`config.mk`:
```
export PLATFORM = sky130hd
export DESIGN_NAME = next_pc_unit
export DESIGN_NICKNAME = d
export VERILOG_FILES = /design/src/rtl/next_pc_unit_pkg.sv /design/src/rtl/next_pc_unit_btb_array.sv /design/src/rtl/next_pc_unit.sv
export SDC_FILE = /design/constraint.sdc
export NUM_CORES = 1
export LEC_CHECK = 0
export ABC_CLOCK_PERIOD_IN_PS = 20200
export BUFFER_PORTS_ARGS = -buffer_cell sky130_fd_sc_hd__buf_2
export CAP_MARGIN = 20
export CORE_MARGIN = 3
export CORE_UTILIZATION = 60
export DETAILED_ROUTE_END_ITERATION = 8
export PLACE_DENSITY = 0.81
export SYNTH_ARGS = -nofsm -noshare
export SYNTH_HDL_FRONTEND = slang
export SYNTH_HIERARCHICAL = 1
export SYNTH_SLANG_ARGS = --single-unit
```
`constraint.sdc`:
```
create_clock -name clk_i -period 20.2 [get_ports clk_i]
set_input_delay 2.02 -clock clk_i [delete_from_list [all_inputs] [get_ports clk_i]]
set_output_delay 2.02 -clock clk_i [all_outputs]
set_load 0.02 [all_outputs]
```
`src/rtl/next_pc_unit_pkg.sv`:
```
// Shared types and constants for the next-PC selection stage and its BTB.
package next_pc_unit_pkg;

  localparam logic [1:0] CTR_SNT = 2'b00;
  localparam logic [1:0] CTR_WNT = 2'b01;
  localparam logic [1:0] CTR_WT  = 2'b10;
  localparam logic [1:0] CTR_ST  = 2'b11;

  localparam logic [31:0] PC_INC = 32'd4;

  // Tag is held zero-extended to 32 bits; the upper unused bits stay constant.
  typedef struct packed {
    logic        valid;
    logic [31:0] tag;
    logic [31:0] target;
    logic [1:0]  ctr;
  } btb_entry_t;

  function automatic logic [1:0] ctr_next(input logic [1:0] ctr, input logic taken);
    logic [1:0] res;
    res = ctr;
    if (taken && ctr != CTR_ST) res = ctr + 2'd1;
    else if (!taken && ctr != CTR_SNT) res = ctr - 2'd1;
    return res;
  endfunction

endpackage

```
`src/rtl/next_pc_unit_btb_array.sv`:
```
// Direct-mapped BTB storage: two combinational read ports, one synchronous write port.
module btb_array
  import next_pc_unit_pkg::*;
#(
  parameter int ENTRIES = 16,
  parameter int IDX_W   = 4
) (
  input  logic             clk,
  input  logic             rst,
  input  logic [IDX_W-1:0] lk_idx,
  output btb_entry_t       lk_entry,
  input  logic [IDX_W-1:0] up_idx,
  output btb_entry_t       up_entry,
  input  logic             wr_en,
  input  logic [IDX_W-1:0] wr_idx,
  input  btb_entry_t       wr_entry
);

  logic        valid_q  [ENTRIES];
  logic [1:0]  ctr_q    [ENTRIES];
  logic [31:0] tag_q    [ENTRIES];
  logic [31:0] target_q [ENTRIES];

  always_ff @(posedge clk) begin
    if (rst) begin
      for (int i = 0; i < ENTRIES; i++) begin
        valid_q[i] <= 1'b0;
        ctr_q[i]   <= CTR_WNT;
      end
    end else if (wr_en) begin
      valid_q[wr_idx] <= wr_entry.valid;
      ctr_q[wr_idx]   <= wr_entry.ctr;
    end
  end

  // Tag and target carry no reset; a cleared valid bit masks them.
  always_ff @(posedge clk) begin
    if (wr_en) begin
      tag_q[wr_idx]    <= wr_entry.tag;
      target_q[wr_idx] <= wr_entry.target;
    end
  end

  always_comb begin
    lk_entry.valid  = valid_q[lk_idx];
    lk_entry.tag    = tag_q[lk_idx];
    lk_entry.target = target_q[lk_idx];
    lk_entry.ctr    = ctr_q[lk_idx];
    up_entry.valid  = valid_q[up_idx];
    up_entry.tag    = tag_q[up_idx];
    up_entry.target = target_q[up_idx];
    up_entry.ctr    = ctr_q[up_idx];
  end

endmodule

```
`src/rtl/next_pc_unit.sv`:
```
// Next-PC selection: BTB prediction, mispredict redirect and a held redirect for stalled PCs.
module next_pc_unit
  import next_pc_unit_pkg::*;
#(
  parameter int          ENTRIES      = 16,
  parameter int          IDX_W        = 4,
  parameter logic [31:0] RESET_VECTOR = 32'h0000_0000
) (
  input  logic        clk_i,
  input  logic        rst_i,
  input  logic        start_i,
  input  logic        hazard_i,
  input  logic [31:0] pc_i,
  output logic [31:0] pc_o,
  output logic        pred_taken_o,
  input  logic        redirect_i,
  input  logic [31:0] redirect_pc_i,
  input  logic        upd_valid_i,
  input  logic [31:0] upd_pc_i,
  input  logic        upd_taken_i,
  input  logic [31:0] upd_target_i
);

  logic [IDX_W-1:0] lk_idx, up_idx;
  logic [31:0]      lk_tag, up_tag;
  btb_entry_t       lk_entry, up_entry, wr_entry;
  logic             lk_hit, up_hit, wr_en;
  logic             accept;
  logic             pend_valid;
  logic [31:0]      pend_pc;

  assign lk_idx = pc_i[IDX_W+1:2];
  assign up_idx = upd_pc_i[IDX_W+1:2];
  assign lk_tag = pc_i >> (IDX_W + 2);
  assign up_tag = upd_pc_i >> (IDX_W + 2);

  btb_array #(.ENTRIES(ENTRIES), .IDX_W(IDX_W)) u_btb (
    .clk      (clk_i),
    .rst      (rst_i),
    .lk_idx   (lk_idx),
    .lk_entry (lk_entry),
    .up_idx   (up_idx),
    .up_entry (up_entry),
    .wr_en    (wr_en),
    .wr_idx   (up_idx),
    .wr_entry (wr_entry)
  );

  assign lk_hit       = lk_entry.valid && (lk_entry.tag == lk_tag);
  assign up_hit       = up_entry.valid && (up_entry.tag == up_tag);
  // Array valids only clear at the reset edge, so gate the prediction while reset is held.
  assign pred_taken_o = !rst_i && lk_hit && lk_entry.ctr[1];
  assign accept       = start_i && !hazard_i;

  always_comb begin
    wr_en    = 1'b0;
    wr_entry = up_entry;
    if (upd_valid_i) begin
      if (up_hit) begin
        wr_en        = 1'b1;
        wr_entry.ctr = ctr_next(up_entry.ctr, upd_taken_i);
        if (upd_taken_i) wr_entry.target = upd_target_i;
      end else if (upd_taken_i) begin
        wr_en           = 1'b1;
        wr_entry.valid  = 1'b1;
        wr_entry.tag    = up_tag;
        wr_entry.target = upd_target_i;
        wr_entry.ctr    = CTR_WT;
      end
    end
  end

  always_ff @(posedge clk_i) begin
    if (rst_i) begin
      pend_valid <= 1'b0;
      pend_pc    <= RESET_VECTOR;
    end else if (redirect_i && !accept) begin
      pend_valid <= 1'b1;
      pend_pc    <= redirect_pc_i;
    end else if (accept) begin
      pend_valid <= 1'b0;
    end
  end

  always_comb begin
    pc_o = pc_i + PC_INC;
    if (rst_i)             pc_o = RESET_VECTOR;
    else if (redirect_i)   pc_o = redirect_pc_i;
    else if (pend_valid)   pc_o = pend_pc;
    else if (pred_taken_o) pc_o = lk_entry.target;
  end

endmodule

```
==> impl.org, run 1 <==
** Yosys
- Synthesized area per cell :: 18.16 um^2
- During synthesis, Yosys emitted a total of 6 warnings.
- Synthesis produced a netlist with a net count of 3038.
- Syn Std Cell Area :: 52660 um^2
- Synthesis produced 2900 cells.

** Finish
- Compared with the post-synthesis result, the final layout area differs by 11.05%.
- The post-route netlist has 32.61% of its cells at a drive strength greater than 1.
- At the end of the flow the core is filled with cells to 67.31%.
- Filler-free cell count of the finished design :: 4279
- Nets@finish :: 3159

** Worst setup path
- The worst register-to-register path has a setup slack of 13.37 ns.
- Kind of end point of the critical path :: primary output
- Max Fanout on Critical Path :: 132
- At the worst endpoint, the arrival time is 8.36 ns.
- Critical Path Source Type :: input port
- Required time of the worst setup path :: 18.18 ns
- For the worst flop-to-flop path, the logic depth is 12.
- WS Path Type :: in2out
- The endpoint identified for the worst register-to-register timing path is u_btb/ctr_q[11][0]$_SDFFCE_PN1P_.
- In this run the critical register-to-register path is launched from u_btb/tag_q[3][0]$_DFFE_PP_.

** Route
- Antenna Violating Nets Remaining :: 0
- For this run, design rule violations remaining after detail routing come to 0.
- Total iterations of the first detailed-routing run :: 6
- Wires add up to 149800 um.
- Via total after detailed routing :: 32458
- In the final routed layout, each cell accounts on average for 35.02 um.
- Ratio of routed vias to standard cells :: 7.585
- The detailed router finished its first iteration with 5646 violations.

** Timing
- Max frequency :: 0.09630 GHz
- Final worst path period share :: 51.41%
- Slew at the pin closest to its max-slew limit :: 1.168 ns
- Setup violations remaining at the end of the flow were counted as 0.
- Setup repair after global routing left no endpoint under its margin.
- Min Tclk post-route :: 10.38 ns
- In the final timing run, aggregate negative setup slack is 0 ns.
- Measured against its own limit, the worst slew margin works out to 21.53%.
- Number of failing hold endpoints at the final stage :: 0
- The count of final max-slew check failures came to 0.
- Worst clock skew on the final layout :: 0.02950 ns

** Global routing
- Global routing consumed, over all layers together, 32.95% of the routing resources.
- Number of antenna violations at the first check in global routing :: 11
- Entering global routing, the biggest net connects 133 pins.
- Via count of the first global-routing pass :: 33368
- Global-route wire length before repair :: 218000 um
- After global routing the overflow that remains totals 0.

** Clock network
- No sink is reached through more buffers than the 3 on the longest clock path.
- After clock tree synthesis, the repair step resized 0 gates.
- After clock tree synthesis, the clock-pin slew on the worst setup and hold paths is 0.06 ns.
- The tree built by TritonCTS fans out to 1105 sinks.
- TritonCTS clock tree :: yes
- Clk Tree Root Cell :: clkbuf_16
- Count of H-tree levels built during CTS :: 3
- Counting the buffers created by CTS gives 109.
- Clock latency on the worst-skew pair, taken at its later pin, is 0.68 ns.
- After clock tree synthesis, the setup repair step added 0 buffers.
- For this design, the CTS-stage hold fixing added 0 buffers.

** Floorplan
- Area of the core :: 86890 um^2
- Area of the die :: 91360 um^2
- The die is 302.3 um wide.
- The initialized floorplan defines 108 standard-cell rows.
- Once the floorplan was initialized, standard cells occupied 60.61% of the core.
- The die is 302.3 um tall.
- 168 I/O pins were placed.

** Worst hold path
- Worst hold stages :: 2
- Worst Hold End :: pend_pc[26]$_SDFFE_PP0P_
- Worst min-delay path startpoint :: pend_pc[26]$_SDFFE_PP0P_
- The worst hold path belongs to the class reg2reg.

** Power
- Across the VDD grid, the largest voltage drop is 0.09781 mV.
- Pwr dens :: 88.99 nW/um^2
- For this design the static power due to leakage is 0.01890 uW.

** Run
- Max-capacitance violation count :: 0

** Placed design
- Counting tap cells, the placed design contains a total of 4059 instances.
- The congestion estimate from routability-driven global placement came to 0.8752.
- Number of buffer cells added on primary ports :: 165
- Detailed-placement wirelength estimate :: 83820 um

** Outcome
- The run finished with clean final reports.
## flip-flops by register name, summed over array words and instances, names as in the netlist
| register | cells |
|---|---|
| u_btb/target_q | 512 |
| u_btb/tag_q | 512 |
| pend_valid | 1 |
| u_btb/ctr_q | 32 |
| pend_pc | 32 |
| u_btb/valid_q | 16 |
## layer usage
| layer | global-route usage, % | up-vias | wire length (um) |
|---|---|---|---|
| met3 | 8.878 | 483 | 20390 |
| met5 | 0 | - | 30 |
| li1 | - | 12508 | - |
| met4 | 13.41 | 4 | 6290 |
| met2 | 52.85 | 2776 | 73110 |
| met1 | 43.50 | 16687 | 50020 |
## report_power, final
group,switching (uW),internal (uW)
combinational,313,184
sequential,11.1,2580
clock,875,1240
## placed cells by master (no fill, tap or decap), types with 5 or more instances in the layout
cell type	count
a21oi_1	76
clkbuf_16	111
or3_1	17
edfxtp_1	1072
a22oi_1	266
nor2_4	19
buf_2	162
clkbuf_1	21
o211ai_1	13
buf_8	6
mux2i_1	28
diode_2	8
clkinv_1	18
nand2b_1	5
nand4_1	31
clkinvlp_4	5
inv_1	18
nor4_1	5
mux4_2	532
nand2_1	218
buf_16	6
or2_2	13
bufinv_16	18
nor2_1	30
buf_4	63
dfxtp_1	33
nor2b_1	7
and3_1	10
mux2_1	24
xor2_1	11
and2_1	34
xnor2_1	68
clkinv_2	26
nand3_1	20
a211oi_1	12
mux2_2	34
nand3b_1	15
nand4b_1	5
## worst max path at each step
stage	from	to	slack [ns]
floorplan	upd_pc_i[2]	u_btb/ctr_q[5][0]$_SDFFCE_PN1P_	12.27
global placement	upd_pc_i[3]	u_btb/ctr_q[8][0]$_SDFFCE_PN1P_	9.95
detailed placement	upd_pc_i[3]	u_btb/ctr_q[11][0]$_SDFFCE_PN1P_	9.93
CTS	pc_i[3]	pc_o[7]	9.90
global route	pc_i[3]	pc_o[7]	9.75
finish	pc_i[3]	pc_o[7]	9.82
## cell type report
cell class                 instances  area (um^2)
sequential                      1105        32850
fill                            5312        28410
multi-input combinational       1547        18800
clock buffer                     132         2856
timing repair buffer             239         1579
tap                             1155         1445
clock inverter                    74        854.6
inverter                          19        71.32
antenna                            8        20.02
## through the flow
step / area, um^2 / setup WS (ns) / hold slack [ns] / total power (uW)
floorplan: 52660 / 12.27 / 0.4311 / 2966
global placement: 54510 / 9.945 / 0.4365 / 3099
detailed placement: 54650 / 9.935 / 0.4438 / 3124
CTS: 58360 / 9.902 / 0.4517 / 5198
global route: 58470 / 9.750 / 0.4772 / 5328
finish: 58480 / 9.816 / 0.4500 / 5204
## critical path, stage by stage
cell	delay [ns]
buf_8	0.52
buf_12	0.62
buf_4	0.83
mux4_2	0.42
a22oi_1	0.24
nand2_1	0.23
xnor2_1	0.36
nand4_1	0.13
or4_1	0.56
or4_2	1.20
mux2i_1	0.60
a211oi_1	0.14
buf_2	0.20
No activity file was read; power rests on OpenSTA's default activity.
==> run 2, diff against run 1 <==
- ABC_CLOCK_PERIOD_IN_PS: 20200 -> 8400
- CORE_UTILIZATION: 60 -> 57
- clock period: 20.2 -> 8.4 ns (I/O delays scaled with it)
==> run 2 against run 1 <==
  * Routed wire length up 2.6%
  * First-iteration DRC count fell by 3.8%
  * Critical path depth decreased by 1
  * Power up 140%
  * Via count is 1.1% higher
  * Global-route usage shrank 0.78 points
  * Sequential share of layout area decreased by 0.46 points
  * Combinational power grew 150%
  * Largest cell class unchanged
  * Highest routed layer unchanged
==> impl.org, run 2 (same netlist as run 1, synthesis figures left out) <==
** Finish
- Commonest non-fill, non-tap cell in the layout :: edfxtp_1
- The utilization of the core after routing came to 64.91% (-2.4 points).
- Commonest cells after routing, fill and taps aside :: edfxtp_1 (1072), mux4_2 (532), a22oi_1 (266)
- The filler cell count is 5734 (+7.9%).
- Synth-to-Final Area Change :: 11.97%
- The share of layout cells above drive strength 1 is 33.15% (+0.55 points).
- In the final layout, the registers with the most flip-flops are u_btb/tag_q x512, u_btb/target_q x512.
- The net count of the finished layout came to 3185 (+0.82%).

** Clock network
- The clock insertion delay at the later pin of the skew report is 0.71 ns (+0.03 ns).
- The cell sitting at the root of the clock tree is a clkbuf_16.
- The post-cts hold buffer count came to 0 (unchanged).
- The number of buffers added by the clock tree synthesis step is 111 (+1.8%).
- CTS clock-pin slew for the worst setup and hold paths :: 0.06 ns (about the same)
- The count of buffers added by post-CTS timing repair for setup is 0 (unchanged).
- TritonCTS built the clock tree.
- The buffer levels on the longest clock path is 3 (unchanged).
- Clock sinks :: 1105 (unchanged)
- The number of gates resized after CTS came to 0 (unchanged).
- Count of H-tree levels built during CTS :: 3 (unchanged)

** Route
- Via total after detailed routing :: 32815 (+1.1%)
- The mean number of vias per cell came to 7.589 (about the same).
- DRC :: 0 (unchanged)
- The wire length reported by the detailed router is 153800 um (+2.6%).
- Antenna Violating Nets Remaining :: 0 (unchanged)
- The number of search-and-repair iterations in the first detailed-routing pass was 6 (unchanged).
- The number of DRC markers in iteration 0 was 5432 (-3.8%).
- Avg WL per Cell :: 35.57 um (+1.6%)

** Worst setup path
- Max Fanout on Critical Path :: 56 (-58%)
- The number of buffers and inverters on the critical path is 4 (unchanged).
- Kind of end point of the critical path :: primary output
- WS Path Type :: in2out
- The data required time at the worst endpoint was 7.56 ns (-10.62 ns).
- Critical Path Max Stage Delay :: 1.09 ns (-0.11 ns)
- Walking the worst path, the cells encountered are buf_8 > buf_12 > buf_4 > mux4_2 > a22oi_1 > nand2_1 > nor4_1 > nand3_1 > or4_2 > mux2i_1 > a211oi_1 > buf_2.
- The slowest stage of the critical path belongs to the cell or4_2.
- The worst setup path is launched from an input port.
- Kind of cell adding the most delay to the critical path :: simple AND/OR/NAND/NOR gates
- Critical Path AT :: 6.10 ns (-2.26 ns)

** Global routing
- The via count of the first global-routing pass came to 33746 (+1.1%).
- The global routing usage summed across all routing layers was 32.18% (-0.78 points).
- The first-pass GRT wire length was 222500 um (+2.0%).
- The met2 usage in global routing came to 50.83% (-2.0 points).
- Remaining Overflow, GRT :: 0 (unchanged)
- The met1 demand-to-capacity share in global routing came to 42.03% (-1.5 points).
- The number of antenna violations at the first check in global routing is 4 (-7).
- The maximum number of pins on one net before global-route repair was 91 (-32%).
- Global routing usage on met3 :: 9.270% (+0.39 points)
- met2 is the most crowded layer.

** Timing
- The remaining max-slew budget at the tightest pin is 24.48% (+2.9 points).
- Setup repair after global routing left no endpoint under its margin.
- Setup total negative slack :: 0 ns (unchanged)
- Slew at the pin closest to its max-slew limit :: 1.133 ns (-0.03519 ns)
- Max frequency :: 0.1442 GHz
- The routed design could run at a clock period as short as 6.936 ns.
- The final critical path takes up 82.57% of the cycle.
- The final clock skew came to 0.04671 ns (+0.01721 ns).
- Number of failing hold endpoints at the final stage :: 0 (unchanged)
- The setup-violating endpoint count in the final report is 0 (unchanged).
- The count of final max-slew check failures came to 0 (unchanged).

** Placed design
- Detailed-placement wirelength estimate :: 88140 um (+5.2%)
- The count of port buffers added during placement was 165 (unchanged).
- The placer congestion estimate is 0.8455 (-3.4%).

** Floorplan
- Area of the die :: 96070 um^2 (+5.2%)
- The placement row count is 110 (+1.9%).
- The y dimension of the die is 310.0 um (+2.5%).
- The die extent in x came to 310.0 um (+2.5%).
- Initial Util :: 57.97% (-2.6 points)
- Top Ports :: 168 (unchanged)
- The total core area was 90840 um^2 (+4.5%).

** Power
- Leakage :: 0.01910 uW (+1.0%)
- Max IR drop VDD :: 0.2123 mV (+120%)
- The power density relative to cell area came to 212.5 nW/um^2 (+140%).

** Outcome
- The run finished with clean final reports.

** Worst hold path
- The min-delay analysis places its worst path in the category in2reg.

** Run
- Max-capacitance violation count :: 0 (unchanged)
## run 2: cell types whose count changed in the layout (fill, tap and decap cells not counted), moves of 2 or more
cell,before,now
clkinv_16,0,3
diode_2,8,5
bufinv_16,18,15
buf_12,2,29
clkinv_1,18,25
clkinv_2,26,31
buf_16,6,3
buf_4,63,66
clkbuf_1,21,14
buf_8,6,4
## run 2: final timing paths
path	cells after the start	endpoint	from	slack, ns
setup / recovery	12	pc_o[18]	pc_i[2]	1.46
hold / removal	3	pend_pc[26]$_SDFFE_PP0P_	redirect_pc_i[26]	0.38
setup reg to reg	11	u_btb/tag_q[15][15]$_DFFE_PP_	u_btb/tag_q[3][0]$_DFFE_PP_	2.56
hold reg to reg	2	pend_pc[19]$_SDFFE_PP0P_	pend_pc[19]$_SDFFE_PP0P_	0.45
## run 2: worst reg2reg max path, stage by stage (launching register included)
cell and delay [ns]:
edfxtp_1 0.39, mux4_2 0.49, a22oi_1 0.21, nand2_1 0.11, xnor2_1 0.45, nand4_1 0.25
nor3_1 0.81, nand3_1 0.29, a21boi_1 0.72, nand3_1 0.49, nor2_4 0.97, buf_12 0.34
## run 2: area by class of cell
class	count	area, um^2	area share [%]
clock inverters	83	882.1	1.496
flip-flops and latches	1105	32850	55.71
diodes	5	12.51	0.02122
well taps	1176	1471	2.495
inverters	19	71.32	0.1209
repair buffers	263	2024	3.433
clock buffers	126	2855	4.842
multi-input cells	1547	18800	31.88
## run 2: metrics by stage
| stage | cells | setup WS [ns] | hold WS (ns) | cell area [um^2] | power (uW) |
|---|---|---|---|---|---|
| 6_report | 4324 | 1.464 | 0.3818 | 58970 | 12530 |
| 5_1_grt | 4320 | 1.186 | 0.3870 | 58960 | 12840 |
| 4_1_cts | 4316 | 1.572 | 0.3615 | 58890 | 12520 |
| 3_5_place_dp | 4107 | 1.516 | 0.4432 | 55150 | 7529 |
| 3_3_place_gp | 4106 | 1.655 | 0.4363 | 55130 | 7469 |
| 2_1_floorplan | 2900 | 1.654 | 0.4311 | 52660 | 7134 |
## run 2: power by group
| group | internal (uW) | total [uW] | leakage, uW | switching [uW] |
|---|---|---|---|---|
| combinational | 451 | 1220 | 0.00728 | 765 |
| sequential | 6210 | 6240 | 0.00998 | 27.5 |
| clock | 2910 | 5080 | 0.00183 | 2160 |
| total | 9580 | 12500 | 0.0191 | 2960 |
## run 2: per-layer routing
metal  up-vias  wire length [um]
li1      12571                 -
met1     16707             50340
met2      2980             73200
met3       553             22460
met4         4              7766
met5         -                24
